[config.mk]
export PLATFORM = sky130hd
export DESIGN_NAME = store_narrow_rmw
export DESIGN_NICKNAME = d
export VERILOG_FILES = /design/src/rtl/store_narrow_rmw_pkg.sv /design/src/rtl/store_narrow_rmw_lane_merge.sv /design/src/rtl/store_narrow_rmw.sv
export SDC_FILE = /design/constraint.sdc
export NUM_CORES = 1
export LEC_CHECK = 0
export BUFFER_PORTS_ARGS = -buffer_cell sky130_fd_sc_hd__buf_2
export CAP_MARGIN = 0
export CORE_ASPECT_RATIO = 1.2
export CORE_MARGIN = 2
export CORE_UTILIZATION = 50
export DETAILED_ROUTE_END_ITERATION = 8
export PLACE_DENSITY = 0.92
export SLEW_MARGIN = 15
export SYNTH_ARGS = -nofsm -noshare
export SYNTH_HDL_FRONTEND = slang
export SYNTH_HIERARCHICAL = 1
export SYNTH_SLANG_ARGS = --single-unit
export TNS_END_PERCENT = 5
[constraint.sdc]
create_clock -name clk -period 4.5 [get_ports clk]
set_input_delay 0 -clock clk [delete_from_list [all_inputs] [get_ports clk]]
set_output_delay 0 -clock clk [all_outputs]
set_load 0.05 [all_outputs]
[src/rtl/store_narrow_rmw_pkg.sv]
// Shared definitions for the narrowing store path: size codes, FSM states
// and the alignment rule used at request accept.
package store_narrow_rmw_pkg;

    localparam int DATA_W = 32;

    // Store size as encoded on req_size.
    typedef enum logic [1:0] {
        SZ_BYTE = 2'b00,
        SZ_HALF = 2'b01,
        SZ_WORD = 2'b10,
        SZ_ILL  = 2'b11
    } size_e;

    // Store sequencer states.
    typedef enum logic [1:0] {
        ST_IDLE  = 2'b00,
        ST_READ  = 2'b01,
        ST_WRITE = 2'b10,
        ST_ERR   = 2'b11
    } state_e;

    // True when a request of this size cannot be issued at this byte offset.
    function automatic logic is_misaligned(input size_e size, input logic [1:0] offset);
        logic bad;
        case (size)
            SZ_BYTE: bad = 1'b0;
            SZ_HALF: bad = offset[0];
            SZ_WORD: bad = (offset != 2'b00);
            default: bad = 1'b1;
        endcase
        return bad;
    endfunction

endpackage

[src/rtl/store_narrow_rmw_lane_merge.sv]
// Combinational lane merge: overlays the low byte/half/word of the store data
// onto an existing memory word at the given little-endian byte offset.
module store_narrow_rmw_lane_merge
    import store_narrow_rmw_pkg::*;
(
    input  logic [DATA_W-1:0] old_word,
    input  logic [DATA_W-1:0] data,
    input  size_e             size,
    input  logic [1:0]        offset,
    output logic [DATA_W-1:0] new_word
);

    // Replace only the lanes covered by the store; other lanes keep old_word.
    always_comb begin
        // NOTE: assign the default before the case so every path drives new_word and no latch is inferred.
        new_word = old_word;
        case (size)
            SZ_BYTE: new_word[{offset, 3'b000} +: 8]     = data[7:0];
            SZ_HALF: new_word[{offset[1], 4'b0000} +: 16] = data[15:0];
            SZ_WORD: new_word = data;
            default: new_word = old_word;
        endcase
    end

endmodule

[src/rtl/store_narrow_rmw.sv]
// Narrowing store unit for a word-wide RAM without byte enables.
// Word stores write directly; byte/half stores read the word, merge, write back.
// Misaligned or illegal requests are rejected with a one-cycle misalign pulse.
module store_narrow_rmw
    import store_narrow_rmw_pkg::*;
#(
    parameter int MEM_AW = 10
) (
    input  logic              clk,
    input  logic              rst_n,
    input  logic              req_valid,
    output logic              req_ready,
    input  logic [31:0]       req_addr,
    input  logic [31:0]       req_data,
    input  logic [1:0]        req_size,
    output logic [MEM_AW-1:0] mem_addr,
    output logic              mem_rd,
    input  logic [31:0]       mem_rdata,
    output logic              mem_wr,
    output logic [31:0]       mem_wdata,
    output logic              done,
    output logic              misalign
);

    state_e              state_q, state_d;
    logic [MEM_AW-1:0]   addr_q;
    logic [1:0]          off_q;
    logic [DATA_W-1:0]   data_q;
    size_e               size_q;
    logic [DATA_W-1:0]   merged;
    logic                accept;
    size_e               req_size_e;

    // Address bits above the RAM window wrap around and are deliberately dropped.
    logic unused_addr_hi;
    assign unused_addr_hi = ^req_addr[31:MEM_AW+2];

    assign req_size_e = size_e'(req_size);
    assign accept     = req_valid && (state_q == ST_IDLE);

    // Next-state logic of the store sequencer.
    always_comb begin
        state_d = state_q;
        case (state_q)
            ST_IDLE: begin
                if (accept) begin
                    if (is_misaligned(req_size_e, req_addr[1:0])) state_d = ST_ERR;
                    else if (req_size_e == SZ_WORD)             state_d = ST_WRITE;
                    else                                        state_d = ST_READ;
                end
            end
            ST_READ:  state_d = ST_WRITE;
            ST_WRITE: state_d = ST_IDLE;
            ST_ERR:   state_d = ST_IDLE;
            default:  state_d = ST_IDLE;
        endcase
    end

    // State register; reset aborts any store in flight.
    always_ff @(posedge clk or negedge rst_n) begin
        // NOTE: sequential state uses non-blocking assignments so all registers update from pre-edge values.
        if (!rst_n) state_q <= ST_IDLE;
        else        state_q <= state_d;
    end

    // Request capture; held until the next accept so mem_addr stays stable.
    always_ff @(posedge clk or negedge rst_n) begin
        if (!rst_n) begin
            addr_q <= '0;
            off_q  <= '0;
            data_q <= '0;
            size_q <= SZ_BYTE;
        end else if (accept) begin
            addr_q <= req_addr[MEM_AW+1:2];
            off_q  <= req_addr[1:0];
            data_q <= req_data;
            size_q <= req_size_e;
        end
    end

    store_narrow_rmw_lane_merge u_lane_merge (
        .old_word (mem_rdata),
        .data     (data_q),
        .size     (size_q),
        .offset   (off_q),
        .new_word (merged)
    );

    assign req_ready = (state_q == ST_IDLE);
    assign mem_rd    = (state_q == ST_READ);
    assign mem_wr    = (state_q == ST_WRITE);
    assign done      = (state_q == ST_WRITE);
    assign misalign  = (state_q == ST_ERR);
    assign mem_addr  = addr_q;
    // RAM read data arrives in the WRITE cycle, one cycle after mem_rd.
    assign mem_wdata = (state_q == ST_WRITE) ? merged : '0;

endmodule

# --- After elaboration in Yosys (flattened, before gate mapping) ---
# Cells that the tools add are included.
classes:
  n_addsub: 2
  n_eq_ne: 8
  shift: 4
  muxes: 11
  n_reduce_logical: 6
ops:
  columns: ["op", "count"]
  rows:
  - ["$pmux 32 s3", 1]
  - ["$bwmux 32", 2]
  - ["$mux 32", 1]
  - ["$shift 16x7->32 const A", 1]
  - ["$shift 8x7->32 const A", 1]
  - ["$shiftx 16x7->32", 1]
  - ["$shiftx 8x7->32", 1]
  - ["$neg 5->7", 2]
  - ["$eq 2x2->1 const B", 4]
  - ["$eq 2x1->1 const B", 3]
  - ["$logic_not 2->1", 3]
  - ["$mux 2", 3]
  - ["$pmux 2 s3", 1]
  - ["$pmux 1 s3", 1]
  - ["$mux 1", 2]
  - ["$ne 2x1->1 const B", 1]
  - ["$reduce_bool 2->1", 1]
  - ["$reduce_or 2->1", 1]
  - ["$logic_and 1x1->1", 1]
totals:
  reg_bits: 48
  input_bits: 101
  output_inout_bits: 47
  elab_cells: 36

# --- Longest topological paths before layout ---
# Gate-level depths: netlist (run 1).
logic_depth:
  ltp_word: 7
  ltp_mapped: 8
  mapped_depth_nobuf: 6

# --- Cells and area by module ---
# Netlist (run 1), hierarchy kept.
by_module_without_submodules:
  columns: ["mod", "n_inst", "cells_each", "area_per_inst_um2", "seq_area_each_um2"]
  rows:
  - ["store_narrow_rmw", 1, 145, 2060.7, 1201.2]
  - ["store_narrow_rmw_lane_merge", 1, 182, 1275.0, 0.0]

# --- Worst setup path after synthesis (run 1) ---
# No wires, ideal clock.
synth_timing:
  kind: "flip-flop to output port"
  startpoint: "register off_q[1]"
  endpoint: "output port mem_wdata[30]"
  arrival_time_ps: 2339
  t_required_ps: 4500
  path_slack_ps: 2161
  stages_incl_launch_ff: 8
  path_buffers: 1
  path_cell_list: "dfrtp_1 -> buf_2 -> clkinv_1 -> ha_1 -> nor4bb_2 -> and2_1 -> a221o_1 -> and2_1"
synth_between:
  elab_chain_len: 5
  word_cells_on_any_way: 10
  classes_between: "add/sub: 2; shift: 4; mux: 4"
synth_rtl:
  columns: ["element", "line_no", "source"]
  rows:
  - ["from (decl)", "store_narrow_rmw.sv:27", "logic [1:0] off_q;"]
  - ["from (signal assigned)", "store_narrow_rmw.sv:75", "off_q <= req_addr[1:0];"]
  - ["$neg 5->7 (on tied branches)", "store_narrow_rmw_lane_merge.sv:19, store_narrow_rmw_lane_merge.sv:18", null]
  - ["$shiftx 16x7->32 (tied with other cells)", "store_narrow_rmw_lane_merge.sv:19", "SZ_HALF: new_word[{offset[1], 4'b0000} +: 16] = data[15:0];"]
  - ["$bwmux 32 (on tied branches)", "store_narrow_rmw_lane_merge.sv:19, store_narrow_rmw_lane_merge.sv:18", null]
  - ["$pmux 32 s3 (*)", "store_narrow_rmw_lane_merge.sv:17", "case (size)"]
  - ["named net merged[30]", "store_narrow_rmw.sv:30", "logic [DATA_W-1:0] merged;"]
  - ["$mux 32 (*)", "store_narrow_rmw.sv:96", "assign mem_wdata = (state_q == ST_WRITE) ? merged : '0;"]
  - ["to (decl)", "store_narrow_rmw.sv:20", "output logic [31:0] mem_wdata,"]
# The timed path passes the listed nets; every way through them passes the cells marked *.

# --- Worst setup path after layout (run 1) ---
layout_timing:
  startpoint: "register off_q[1]"
  endpoint: "output port mem_wdata[19]"
# The elaborated chain is that of the path after synthesis.

==> results.sh, run 1 <==
export IMPL_async_reset_ff_share_pct=100.0
export IMPL_drt_first_pass_iters=5
export IMPL_antenna_found_initial=0
export IMPL_grt_usage_pct=29.08
export IMPL_cts_sinks=48
export IMPL_num_nets_final=593
export IMPL_fmax_mhz=267.6
export IMPL_met1_usage_pct=35.30
export IMPL_tightest_slew_ns=1.196
export IMPL_clk_latency_ns=0.31
export IMPL_clock_root_buffer="clkbuf_8"
export IMPL_crit_start="off_q[1]$_DFFE_PN0P_"
export IMPL_drt_initial_drc_count=412
export IMPL_hpwl_um=6637
export IMPL_power_leakage_nw=2.075
export IMPL_dp_cells=516
export IMPL_synth_top_area_share_pct=36.01
export IMPL_switching_share_pct=49.70
export IMPL_grt_setup_unrepaired="false"
export IMPL_core_area_um2=6446
export IMPL_pwr_share_clk_pct=12.6
export IMPL_vias=3469
export IMPL_p_per_area_nw_per_um2=566.1
export IMPL_cap_violations=0
export IMPL_synth_area_leaders="dfrtp_1 (36%), mux2_1 (9.8%), mux2_2 (9.1%)"
export IMPL_ys_types=41
export IMPL_row_count=32
export IMPL_place_port_buffers=127
export IMPL_synth_seq_area_share_pct=36.01
export IMPL_tns_ns=0
export IMPL_ant_nets=0
export IMPL_h_tree_depth=2
export IMPL_min_path_type="in -> async"
export IMPL_via_per_inst=6.054
export IMPL_route_detailed_drc=0
export IMPL_seq_power_share_pct=28.3
export IMPL_rr_startpoint="state_q[0]$_DFFE_PN0P_"
export IMPL_globalplace_congestion=0.8735
export IMPL_grt_use_met2_pct=50.14
export IMPL_overflow=0
export IMPL_cts_tree="built"
export IMPL_final_cell_mix="buf_2 (126), dlygate4sd3_1 (49), dfrtp_1 (48)"
export IMPL_internal_power_mw=1.300
export IMPL_die_h_um=93.48
export IMPL_layout_commonest_cell="buf_2"
export IMPL_syn_avg_cell_area_um2=10.20
export IMPL_ys_flop_type="dfrtp_1"
export IMPL_fin_crit_ns=3.738
export IMPL_totalWireLength_um=10590
export IMPL_final_cell_area_um2=4567
export IMPL_grt_max_degree=56
export IMPL_slew_violations=0
export IMPL_ys_ff_latch=48
export IMPL_drive_gt1_share_pct=35.04
export IMPL_syn_to_final_growth_pct=36.91
export IMPL_worstPathRequired_ns=4.50
export IMPL_place_area_um2=3959
export IMPL_ios=148
export IMPL_fin_cells=573
export IMPL_fin_crit_sh_pct=83.06
export IMPL_cts_setup_buffers=0
export IMPL_start_util_pct=51.75
export IMPL_hold_viol=0
export IMPL_numCtsBuffers=5
export IMPL_dieArea_um2=7343
export IMPL_grt_busiest_layer="met2"
export IMPL_ir_drop_v=0.0003292
export IMPL_die_x_um=78.56
export IMPL_diodes=0
export IMPL_yosys_warnings=6
export IMPL_slew_headroom_pct=20.19
export IMPL_grt_pass1_wl_um=16910
export IMPL_crit_arrival_ns=3.74
export IMPL_status="completed"
export IMPL_crit_type="reg -> out"
export IMPL_critical_path_peak_fanout=25
export IMPL_switchingPower_mw=1.285
export IMPL_fin_util_pct=70.85
export IMPL_synth_edf_count=0
export IMPL_ctsResizeCount=0
export IMPL_yosysTopAreaCell="dfrtp_1"
export IMPL_pwr_share_comb_pct=59.1
export IMPL_syn_inst=327
export IMPL_clk_pin_slew_ns=0.10
export IMPL_cts_buffer_depth=2
export IMPL_skew_ns=0.008302
export IMPL_setup_viol=0
export IMPL_setup_worst_path_end_class="output pin"
export IMPL_grt_pass1_vias=3437
export IMPL_syn_area_um2=3336
export IMPL_crit_path_start_kind="flip-flop"
export IMPL_synth_fp_nets=433
export IMPL_routedWlPerCell_um=18.47
export IMPL_use_met3_pct=4.247
==> worst max-delay path, cell delays in order (launching register included) <==
cell and delay [ns]:
dfrtp_1 0.89, clkinv_1 0.51, ha_1 0.37, a21oi_1 0.72, and2_1 0.31, a221o_1 0.21, and2_1 0.15, buf_2 0.28
==> registers in the layout (all words and copies together) (netlist names) <==
signal / flops
data_q: 32
mem_addr: 10
off_q: 2
size_q: 2
state_q: 2
==> cell type report <==
cell class | count | area (um^2)
Clock buffer | 5 | 68.82
Clock inverter | 3 | 46.29
Fill cell | 447 | 1879
Inverter | 8 | 30.03
Multi-Input combinational cell | 245 | 1963
Sequential cell | 48 | 1201
Tap cell | 85 | 106.4
Timing Repair Buffer | 179 | 1151
==> Yosys cell counts (3+ instances only) <==
master,number
o211ai_1,8
nand3b_1,9
a21oi_1,12
buf_6,4
nand2_1,22
o221ai_1,12
dfrtp_1,48
a32oi_1,10
nor2_1,3
and2_1,40
a22o_1,8
a221o_1,9
a22oi_1,14
o21ai_1,3
mux2_1,29
ha_1,5
clkbuf_1,8
or3_1,5
inv_1,6
nand4_1,3
buf_2,10
a31oi_1,9
mux2_2,27
==> layer usage <==
layer,part of all wire (%),up-vias
li1,-,1563
met1,39,1668
met2,50,195
met3,7.3,43
met4,4.1,0
met5,0,-
==> power groups by stage <==
stage | clock, mW | combinational (mW) | sequential [mW]
floorplan | 0 | 1.08 | 0.774
global placement | 0 | 1.40 | 0.722
detailed placement | 0 | 1.44 | 0.732
CTS | 0.330 | 1.49 | 0.723
global route | 0.349 | 1.62 | 0.750
finish | 0.325 | 1.53 | 0.732
==> cell families (layout without fill, tap and decap cells) <==
group	after synthesis	in the layout	synth area share, %
AND/OR/NAND/NOR	95	95	17.33
AO/OA/AOI/OAI	89	89	20.56
multiplexers	56	56	18.90
flip-flops	48	48	36.01
buffers and inverters	34	195	5.326
adder cells (fa/ha/maj)	5	5	1.875
==> final timing paths <==
check | to | slack [ns] | cells past startpoint
setup / recovery | mem_wdata[19] | 0.76 | 7
hold / removal | data_q[8]$_DFFE_PN0P_ | 0.26 | 2
setup reg to reg | mem_addr[2]$_DFFE_PN0P_ | 2.07 | 3
hold reg to reg | data_q[22]$_DFFE_PN0P_ | 0.49 | 1
max in group asynchronous | mem_addr[9]$_DFFE_PN0P_ | 3.83 | 2
min in group clk | data_q[24]$_DFFE_PN0P_ | 0.43 | 3
==> through the flow <==
stage          hold WS [ns]  total power [mW]  setup slack, ns
6_report             0.2625             2.585           0.7624
5_1_grt              0.3150             2.720           0.5838
4_1_cts              0.4340             2.542           0.8512
3_5_place_dp         0.2199             2.177            1.197
3_3_place_gp         0.2165             2.123            1.302
2_1_floorplan       -0.2956             1.855            2.161
==> repair_timing <==
item | 4_1_cts | 5_1_grt
hold buffers | 49 | 0
endpoints found under the setup margin | 0 | 0
endpoints found under the hold margin | 96 | 0
Note: power is estimated with default switching activity, not from simulation.
==> run 2, diff against run 1 <==
Settings changed: CORE_UTILIZATION 50 to 48, PLACE_DENSITY 0.92 to 0.89.
Clock period 4.5 ns to 3.8 ns, I/O delays scaled along.
==> run 2 against run 1 <==
Effect of this change:
- count of clock-buffer cells in the layout is 1 higher
- critical path depth stayed put
- flip-flop and latch count stayed put
- wire length is 7.7% lower
- via count is 1.8% lower
- cell count is 0.87% higher
- die area is 4.0% higher
- critical path type unchanged
- critical endpoint is now mem_wdata[30]
- largest cell class unchanged
==> results.sh, run 2 (synthesis results as in run 1) <==
export IMPL_critical_path_peak_fanout=25
export IMPL_tns_ns=0
export IMPL_num_nets_final=596
export IMPL_worstPathRequired_ns=3.80
export IMPL_design_power_total_mw=3.039
export IMPL_ios=148
export IMPL_antenna_found_initial=0
export IMPL_die_h_um=95.32
export IMPL_cts_buffer_depth=2
export IMPL_fin_cells=578
export IMPL_ant_nets=0
export IMPL_drt_first_pass_iters=5
export IMPL_register_area_um2=1201
export IMPL_vias=3406
export IMPL_dp_cells=521
export IMPL_numCtsBuffers=5
export IMPL_final_cell_mix="buf_2 (126), dlygate4sd3_1 (49), dfrtp_1 (48)"
export IMPL_largest_reg_flops=32
export IMPL_switching_share_pct=48.43
export IMPL_clock_root_buffer="clkbuf_8"
export IMPL_final_cell_area_um2=4598
export IMPL_ir_drop_v=0.0003994
export IMPL_dpl_worst_slack_ns=1.060
export IMPL_start_util_pct=49.26
export IMPL_globalplace_congestion=0.8540
export IMPL_hpwl_um=6673
export IMPL_place_area_um2=3984
export IMPL_overflow=0
export IMPL_status="completed"
export IMPL_grt_max_degree=49
export IMPL_via_per_inst=5.893
export IMPL_power_leakage_nw=2.096
export IMPL_dieArea_um2=7635
export IMPL_regMostFlops="data_q"
export IMPL_fin_crit_sh_pct=82.67
export IMPL_totalWireLength_um=9771
export IMPL_fin_crit_ns=3.141
export IMPL_diodes=0
export IMPL_grt_pass1_vias=3269
export IMPL_grt_pass1_wl_um=15490
export IMPL_cap_violations=0
export IMPL_routedWlPerCell_um=16.90
export IMPL_layout_commonest_cell="buf_2"
export IMPL_skew_ns=0.004267
export IMPL_slew_violations=0
export IMPL_drive_gt1_share_pct=35.44
export IMPL_syn_to_final_growth_pct=37.85
export IMPL_crit_arrival_ns=3.14
export IMPL_setup_slack_ns=0.6585
export IMPL_ctsResizeCount=0
export IMPL_fmax_mhz=318.3
export IMPL_place_port_buffers=127
export IMPL_setup_worst_path_end_class="output pin"
export IMPL_p_per_area_nw_per_um2=660.9
export IMPL_drt_initial_drc_count=340
export IMPL_internal_power_mw=1.567
export IMPL_crit_type="reg -> out"
export IMPL_setup_viol=0
export IMPL_clk_latency_ns=0.30
export IMPL_fillCellCount=539
export IMPL_min_path_type="in -> async"
export IMPL_crit_path_start_kind="flip-flop"
export IMPL_die_x_um=80.10
export IMPL_h_tree_depth=2
export IMPL_pwr_share_clk_pct=12.9
export IMPL_row_count=33
export IMPL_hold_viol=0
export IMPL_cts_tree="built"
export IMPL_route_detailed_drc=0
export IMPL_multi_input_area_um2=1963
export IMPL_core_area_um2=6771
export IMPL_switchingPower_mw=1.472
export IMPL_slew_headroom_pct=40.98
export IMPL_grt_usage_pct=25.93
export IMPL_cts_sinks=48
export IMPL_grt_setup_unrepaired="false"
export IMPL_pwr_share_comb_pct=57.4
export IMPL_seq_power_share_pct=29.7
export IMPL_tightest_slew_ns=0.8853
export IMPL_clk_pin_slew_ns=0.09
## run 2: cell types whose count changed in the layout (fill, tap and decap cells not counted), sizes merged
cell	before	now
clkinvlp	1	0
buf	130	133
clkinv	2	3
clkbuf	5	6
inv	7	6
## run 2: area by class of cell
cell class,count,share of cell area (%)
clock buffer,6,1.796
clock inverter,2,0.8435
inverter,8,0.6531
multi-input combinational,245,42.69
sequential,48,26.12
tap,87,2.367
timing repair buffer,182,25.52
## run 2: worst max-delay path, stage by stage, from the launching register on
cell and delay (ns):
dfrtp_1 0.87, clkinv_1 0.22, ha_1 0.38, nor4bb_2 0.48, and2_1 0.32, a221o_1 0.19, and2_1 0.12, buf_2 0.26
## run 2: final timing paths
kind	to	slack [ns]	start	depth (start not counted)
max	mem_wdata[30]	0.66	off_q[1]$_DFFE_PN0P_	7
min	data_q[8]$_DFFE_PN0P_	0.24	rst_n	2
max reg2reg	state_q[0]$_DFFE_PN0P_	2.01	state_q[0]$_DFFE_PN0P_	4
min reg2reg	mem_addr[9]$_DFFE_PN0P_	0.49	mem_addr[9]$_DFFE_PN0P_	1
max in group asynchronous	data_q[15]$_DFFE_PN0P_	3.15	rst_n	2
min in group clk	data_q[25]$_DFFE_PN0P_	0.45	req_data[25]	3
## run 2: power by group through the flow
stage / Clock [mW] / Sequential [mW] / Combinational, mW
floorplan: 0 / 0.917 / 1.28
global placement: 0 / 0.890 / 1.64
detailed placement: 0 / 0.905 / 1.68
CTS: 0.401 / 0.896 / 1.73
global route: 0.424 / 0.928 / 1.87
finish: 0.391 / 0.903 / 1.75
## run 2: stage by stage
| step | hold slack [ns] | utilization [%] |
|---|---|---|
| 4_1_cts | 0.4408 | 67.87 |
| 6_report | 0.2370 | 67.90 |
| 3_5_place_dp | 0.2231 | 58.83 |
| 2_1_floorplan | -0.2956 | - |
| 3_3_place_gp | 0.2165 | 58.83 |
| 5_1_grt | 0.3173 | 67.90 |
## run 2: what timing repair did
action | 4_1_cts | 5_1_grt
buffers inserted | 0 | 0
hold buffers | 49 | 0
endpoints found under the hold margin | 96 | 0
## run 2: layer usage
metal | track usage (%) | share of wire, % | vias to the layer above
li1 | - | - | 1568
met1 | 32.65 | 39 | 1631
met2 | 43.68 | 50 | 173
met3 | 3.693 | 7.0 | 34
met4 | 12.43 | 3.8 | 0
met5 | 0 | 0 | -
